## config.mk

```make
export PLATFORM = sky130hd
export DESIGN_NAME = clk_div_ctrl
export DESIGN_NICKNAME = d
export VERILOG_FILES = /design/src/rtl/clk_div_ctrl.sv
export SDC_FILE = /design/constraint.sdc
export NUM_CORES = 1
export LEC_CHECK = 0
export ABC_AREA = 1
export CAP_MARGIN = 10
export CORE_ASPECT_RATIO = 1.5
export CORE_MARGIN = 2
export CORE_UTILIZATION = 54
export DETAILED_ROUTE_END_ITERATION = 16
export PLACE_DENSITY = 0.79
export REMOVE_ABC_BUFFERS = 1
export SLEW_MARGIN = 20
export SYNTH_ARGS = -nofsm -noshare
export SYNTH_HDL_FRONTEND = slang
export SYNTH_SLANG_ARGS = --single-unit
```

## constraint.sdc

```tcl
create_clock -name clk_in -period 2.18 [get_ports clk_in]
set_input_delay 0.436 -clock clk_in [delete_from_list [all_inputs] [get_ports clk_in]]
set_output_delay 0.436 -clock clk_in [all_outputs]
set_load 0.01 [all_outputs]
```

## src/rtl/clk_div_ctrl.sv

```systemverilog
// Runtime-programmable clock divider with run/stop sequencing and glitch-free factor changes.
// A new division factor only takes effect at a period boundary, or at once while stopped.
module clk_div_ctrl #(
   parameter int unsigned CW       = 8,
   parameter int unsigned DIV_INIT = 4
) (
   input  logic          clk_in,
   input  logic          rst_x,
   input  logic          i_run_en,
   input  logic          i_cfg_valid,
   input  logic [CW-1:0] i_cfg_div,
   output logic          o_cfg_ready,
   output logic          o_cfg_done,
   output logic          o_cfg_err,
   output logic          o_clk_out,
   output logic          o_tick,
   output logic          o_running,
   output logic [CW-1:0] o_div_cur
);

   typedef enum logic [0:0] {StStop, StRun} state_e;

   localparam logic [CW-1:0] DivInit = CW'(DIV_INIT);
   localparam logic [CW-1:0] DivMin  = CW'(2);

   state_e        r_state;
   logic [CW-1:0] r_cnt;
   logic [CW-1:0] r_div;
   logic [CW-1:0] r_hold;
   logic          r_pend;
   logic          r_clk;
   logic          r_tick;
   logic          r_done;
   logic          r_err;

   logic [CW-1:0] w_last;
   logic [CW-1:0] w_pre_last;
   logic [CW-1:0] w_half_m1;
   logic          w_at_last;
   logic          w_accept;
   logic          w_legal;

   // Period landmarks derived from the factor in effect, plus handshake decode.
   always_comb begin
      w_last     = r_div - CW'(1);
      w_pre_last = r_div - CW'(2);
      w_half_m1  = (r_div >> 1) - CW'(1);
      w_at_last  = (r_cnt == w_last);
      w_accept   = i_cfg_valid && !r_pend;
      w_legal    = (i_cfg_div >= DivMin);
   end

   // Run/stop FSM, period counter, registered waveform outputs and factor update.
   always_ff @(posedge clk_in or negedge rst_x) begin
      if (!rst_x) begin
         r_state <= StStop;
         r_cnt   <= '0;
         r_div   <= DivInit;
         r_hold  <= DivInit;
         r_pend  <= 1'b0;
         r_clk   <= 1'b1;
         r_tick  <= 1'b0;
         r_done  <= 1'b0;
         r_err   <= 1'b0;
      end else begin
         r_done <= 1'b0;
         r_err  <= 1'b0;
         case (r_state)
            StStop: begin
               r_cnt  <= '0;
               r_clk  <= 1'b1;
               r_tick <= 1'b0;
               // While stopped there is no period to protect, so apply straight away;
               // if a start coincides, the new factor governs the first period.
               if (r_pend) begin
                  r_div  <= r_hold;
                  r_pend <= 1'b0;
                  r_done <= 1'b1;
               end
               if (i_run_en) begin
                  r_state <= StRun;
               end
            end
            StRun: begin
               if (w_at_last) begin
                  r_cnt  <= '0;
                  r_clk  <= 1'b1;
                  r_tick <= 1'b0;
                  if (r_pend) begin
                     r_div  <= r_hold;
                     r_pend <= 1'b0;
                     r_done <= 1'b1;
                  end
                  if (!i_run_en) begin
                     r_state <= StStop;
                  end
               end else begin
                  r_cnt  <= r_cnt + CW'(1);
                  // Registered tick must be high while the counter sits at N-1.
                  r_tick <= (r_cnt == w_pre_last);
                  if (r_cnt == w_half_m1) begin
                     r_clk <= 1'b0;
                  end
               end
            end
            default: begin
               r_state <= StStop;
            end
         endcase
         // Accept never coincides with an apply: it requires no pending factor.
         if (w_accept) begin
            if (w_legal) begin
               r_hold <= i_cfg_div;
               r_pend <= 1'b1;
            end else begin
               r_err <= 1'b1;
            end
         end
      end
   end

   assign o_cfg_ready = !r_pend;
   assign o_cfg_done  = r_done;
   assign o_cfg_err   = r_err;
   assign o_clk_out   = r_clk;
   assign o_tick      = r_tick;
   assign o_running   = (r_state == StRun);
   assign o_div_cur   = r_div;

endmodule

```

==> flow_summary.toml <==
[status]
status = "finished, final reports clean"

[timing]
hold_viol = 0
finalCritPeriodShare_pct = 91.4
holdWs_ns = 0.472
post-route-min-period_ns = 1.99
drv_slew = 0
worstMarginPinSlew_ns = 0.491
relSlewSlack_pct = 67.3
clock.fmax_mhz = 502
finClkSkew_ns = 0.00716
setup_viol = 0
fin_setup_tns_ns = 0
rsz0062_at_grt = "no"

[synthesis]
ys_seq_elements = 30
yosysWarnings = 0
synthTopCellsByArea = "dfrtp_1 36%, nand2_1 16%, xor2_1 6.4%, inv_1 5.3%, nor2_1 5.1%"
synth_area_sq_um = 1900
synth_top_area_share_pct = 35.5
ys_types = 30
synth_top_area_cell = "dfrtp_1"
postSynthAreaPerCell_sq_um = 7.55
synthCells = 252
yosysSeqAreaShare_pct = 39.7

[clock_tree]
ctsHoldBuffers = 0
post_cts_resized = 0
insertion_delay_ns = 0.29
clkTransAtPathRegs_ns = 0.06
cts_buffers = 5
h-tree-depth = 2
root_buffer = "clkbuf_8"
clockBufferDepth = 2
clock_sinks = 30
cts_setup_buffers = 0
tritoncts = "done"

[route]
wl_mm = 3.67
viasPerCell = 4.89
drtAntennaViolNets = 0
drcViolationCount = 0
routedWlPerCell_um = 11.4
drt_iter0_markers = 21
drt_pre_antenna_iters = 4
vias = 1575

[power]
p_sw_share_pct = 45.8
ir_drop_uv = 991
powerDensity_nw_per_um2 = 1600
p_seq_share_pct = 29.7
p_int_w = 0.00197
p_leak_nw = 1.18
combPwrFrac_pct = 57.9
p_clk_share_pct = 12.5
switching_power_w = 0.00166

[finish]
post-route-cell-area_sq_um = 2270
finalNetCount = 294
area_growth_pct = 19.2
diodes = 0
drive_above_1_share_pct = 11.4

[worst_setup_path]
crit_fanout = 9
crit_chain = "clkdlybuf4s50_1"
crit_buf_inv = 1
max_stage_delay_ns = 0.65
worst_path_dominant_cell_family = "flip-flops"
critical_path_required_ns = 1.74
reg2reg_from = "o_div_cur[2]$_DFFE_PN1P_"
ff2ff_setup_slack_ns = 0.21
r2r-end = "o_div_cur[4]$_DFFE_PN0P_"
crit_type = "flop to primary output"
r2r_cells = 12
slowest_stage = "dfrtp_1"
crit_path_start_kind = "flop"
endpoint_kind = "primary output"
cp.arrival_ns = 1.56

[worst_hold_path]
hold-path-endpoint = "o_clk_out$_DFFE_PN1P_"
worstHoldStart = "o_clk_out$_DFFE_PN1P_"
hold_class = "flop to flop"
hold_depth = 2

[floorplan]
core_sq_um = 3380
rows = 26
io_pins = 26
start_util_pct = 56.2
die_y_um = 76.7
die_area_sq_um = 4020
chipWidth_um = 52.5

[global_routing]
grt_pass1_wl_mm = 6.47
grt_max_degree = 31
grt_use_total_pct = 21.7
grt_pass1_vias = 1515
antenna_found_initial = 0
grt_overflow_total = 0

[run]
cap_violations = 0

[placed_design]
dpl_cell_area_sq_um = 2180
hpwl_mm = 2.95
io_buffer_count = 25
gp_congestion = 0.811
cell type report:
cell class                 count  area [sq um]
clock buffer                   7          86.3
tap                           42          52.6
sequential                    30           754
clock inverter                 1          5.00
fill                         310          1120
timing repair buffer          29           293
multi-input combinational    183           963
inverter                      30           113
stage by stage:
step	utilization, %	setup WS [ns]	power, W	std cells
5_1_grt	67.0	0.0190	0.00402	322
2_1_floorplan	-	0.333	0.00265	243
3_5_place_dp	64.3	0.203	0.00321	314
4_1_cts	67.0	0.185	0.00367	322
6_report	67.0	0.188	0.00363	322
3_3_place_gp	64.3	0.226	0.00315	314
state kept, by name, summed over array words and instances (netlist names):
name and flops:
o_tick 1, o_clk_out 1, r_hold 8, r_cnt 8
r_pend 1, o_running 1, o_cfg_err 1, o_div_cur 8
o_cfg_done 1
layer usage:
metal	GRT usage, %	part of all wire (%)	routed length (um)
met1	23.2	39	1430
met4	12.1	3.7	134
met3	4.47	2.4	88
met5	0	0	0
met2	37.8	55	2020
cells in the mapped netlist:
library cell,instances
nor3_1,2
nand2_1,80
nand4_1,1
dfrtp_1,27
xnor3_1,1
nand2_4,1
nor2_1,26
buf_12,1
inv_2,3
inv_1,27
buf_2,3
xor2_1,14
buf_4,2
or2_1,1
clkbuf_2,2
nand3_1,18
a21oi_1,2
nand3_2,3
nand2_2,3
nor2_2,2
buf_6,1
nand3b_1,1
xnor2_1,6
o21ai_0,12
dfstp_2,3
ha_1,3
nor4_1,1
nor3_2,3
nor2_4,2
a21oi_2,1
cells in the final DEF (no fill, tap or decap), drive strengths merged, types with 3 or more instances in the layout:
master / Yosys / final
ha: 3 / 3
a21oi: 3 / 3
clkdlybuf4s50: 0 / 25
dfrtp: 27 / 27
nand3: 21 / 21
xnor2: 6 / 6
clkbuf: 2 / 7
o21ai: 12 / 12
nand2: 84 / 84
nor3: 5 / 5
buf: 7 / 4
xor2: 14 / 14
inv: 30 / 30
dfstp: 3 / 3
nor2: 30 / 30
worst max-delay path by stage:
stage / from / endpoint / slack (ns) / cells after the start
floorplan: o_div_cur[2]$_DFFE_PN1P_ / o_running$_DFF_PN0_ / 0.33 / 11
global placement: o_div_cur[2]$_DFFE_PN1P_ / o_div_cur[4]$_DFFE_PN0P_ / 0.23 / 12
detailed placement: o_div_cur[2]$_DFFE_PN1P_ / o_div_cur[4]$_DFFE_PN0P_ / 0.20 / 12
CTS: o_div_cur[2]$_DFFE_PN1P_ / o_div_cur[4]$_DFFE_PN0P_ / 0.19 / 12
global route: o_div_cur[2]$_DFFE_PN1P_ / o_div_cur[1]$_DFFE_PN0P_ / 0.02 / 12
finish: o_div_cur[4]$_DFFE_PN0P_ / o_div_cur[4] / 0.19 / 1
power by group through the flow:
stage	registers, W	logic (W)	clock network (W)
final	0.00108	0.00210	0.000454
after global routing	0.00112	0.00242	0.000492
after CTS	0.00108	0.00212	0.000465
after detailed placement	0.00109	0.00212	0
after global placement	0.00108	0.00206	0
after floorplan	0.00107	0.00158	0
logic make-up (layout without fill, tap and decap cells):
family | Yosys count | count (layout) | share of synthesized area (%)
buffers and inverters | 39 | 67 | 9.67
AO/OA/AOI/OAI | 15 | 15 | 4.14
AND/OR/NAND/NOR | 144 | 144 | 34.1
XOR/XNOR | 21 | 21 | 10.4
flip-flops | 30 | 30 | 39.7
adder cells (fa/ha/maj) | 3 | 3 | 1.97
Power figures use the tool's default switching activity.
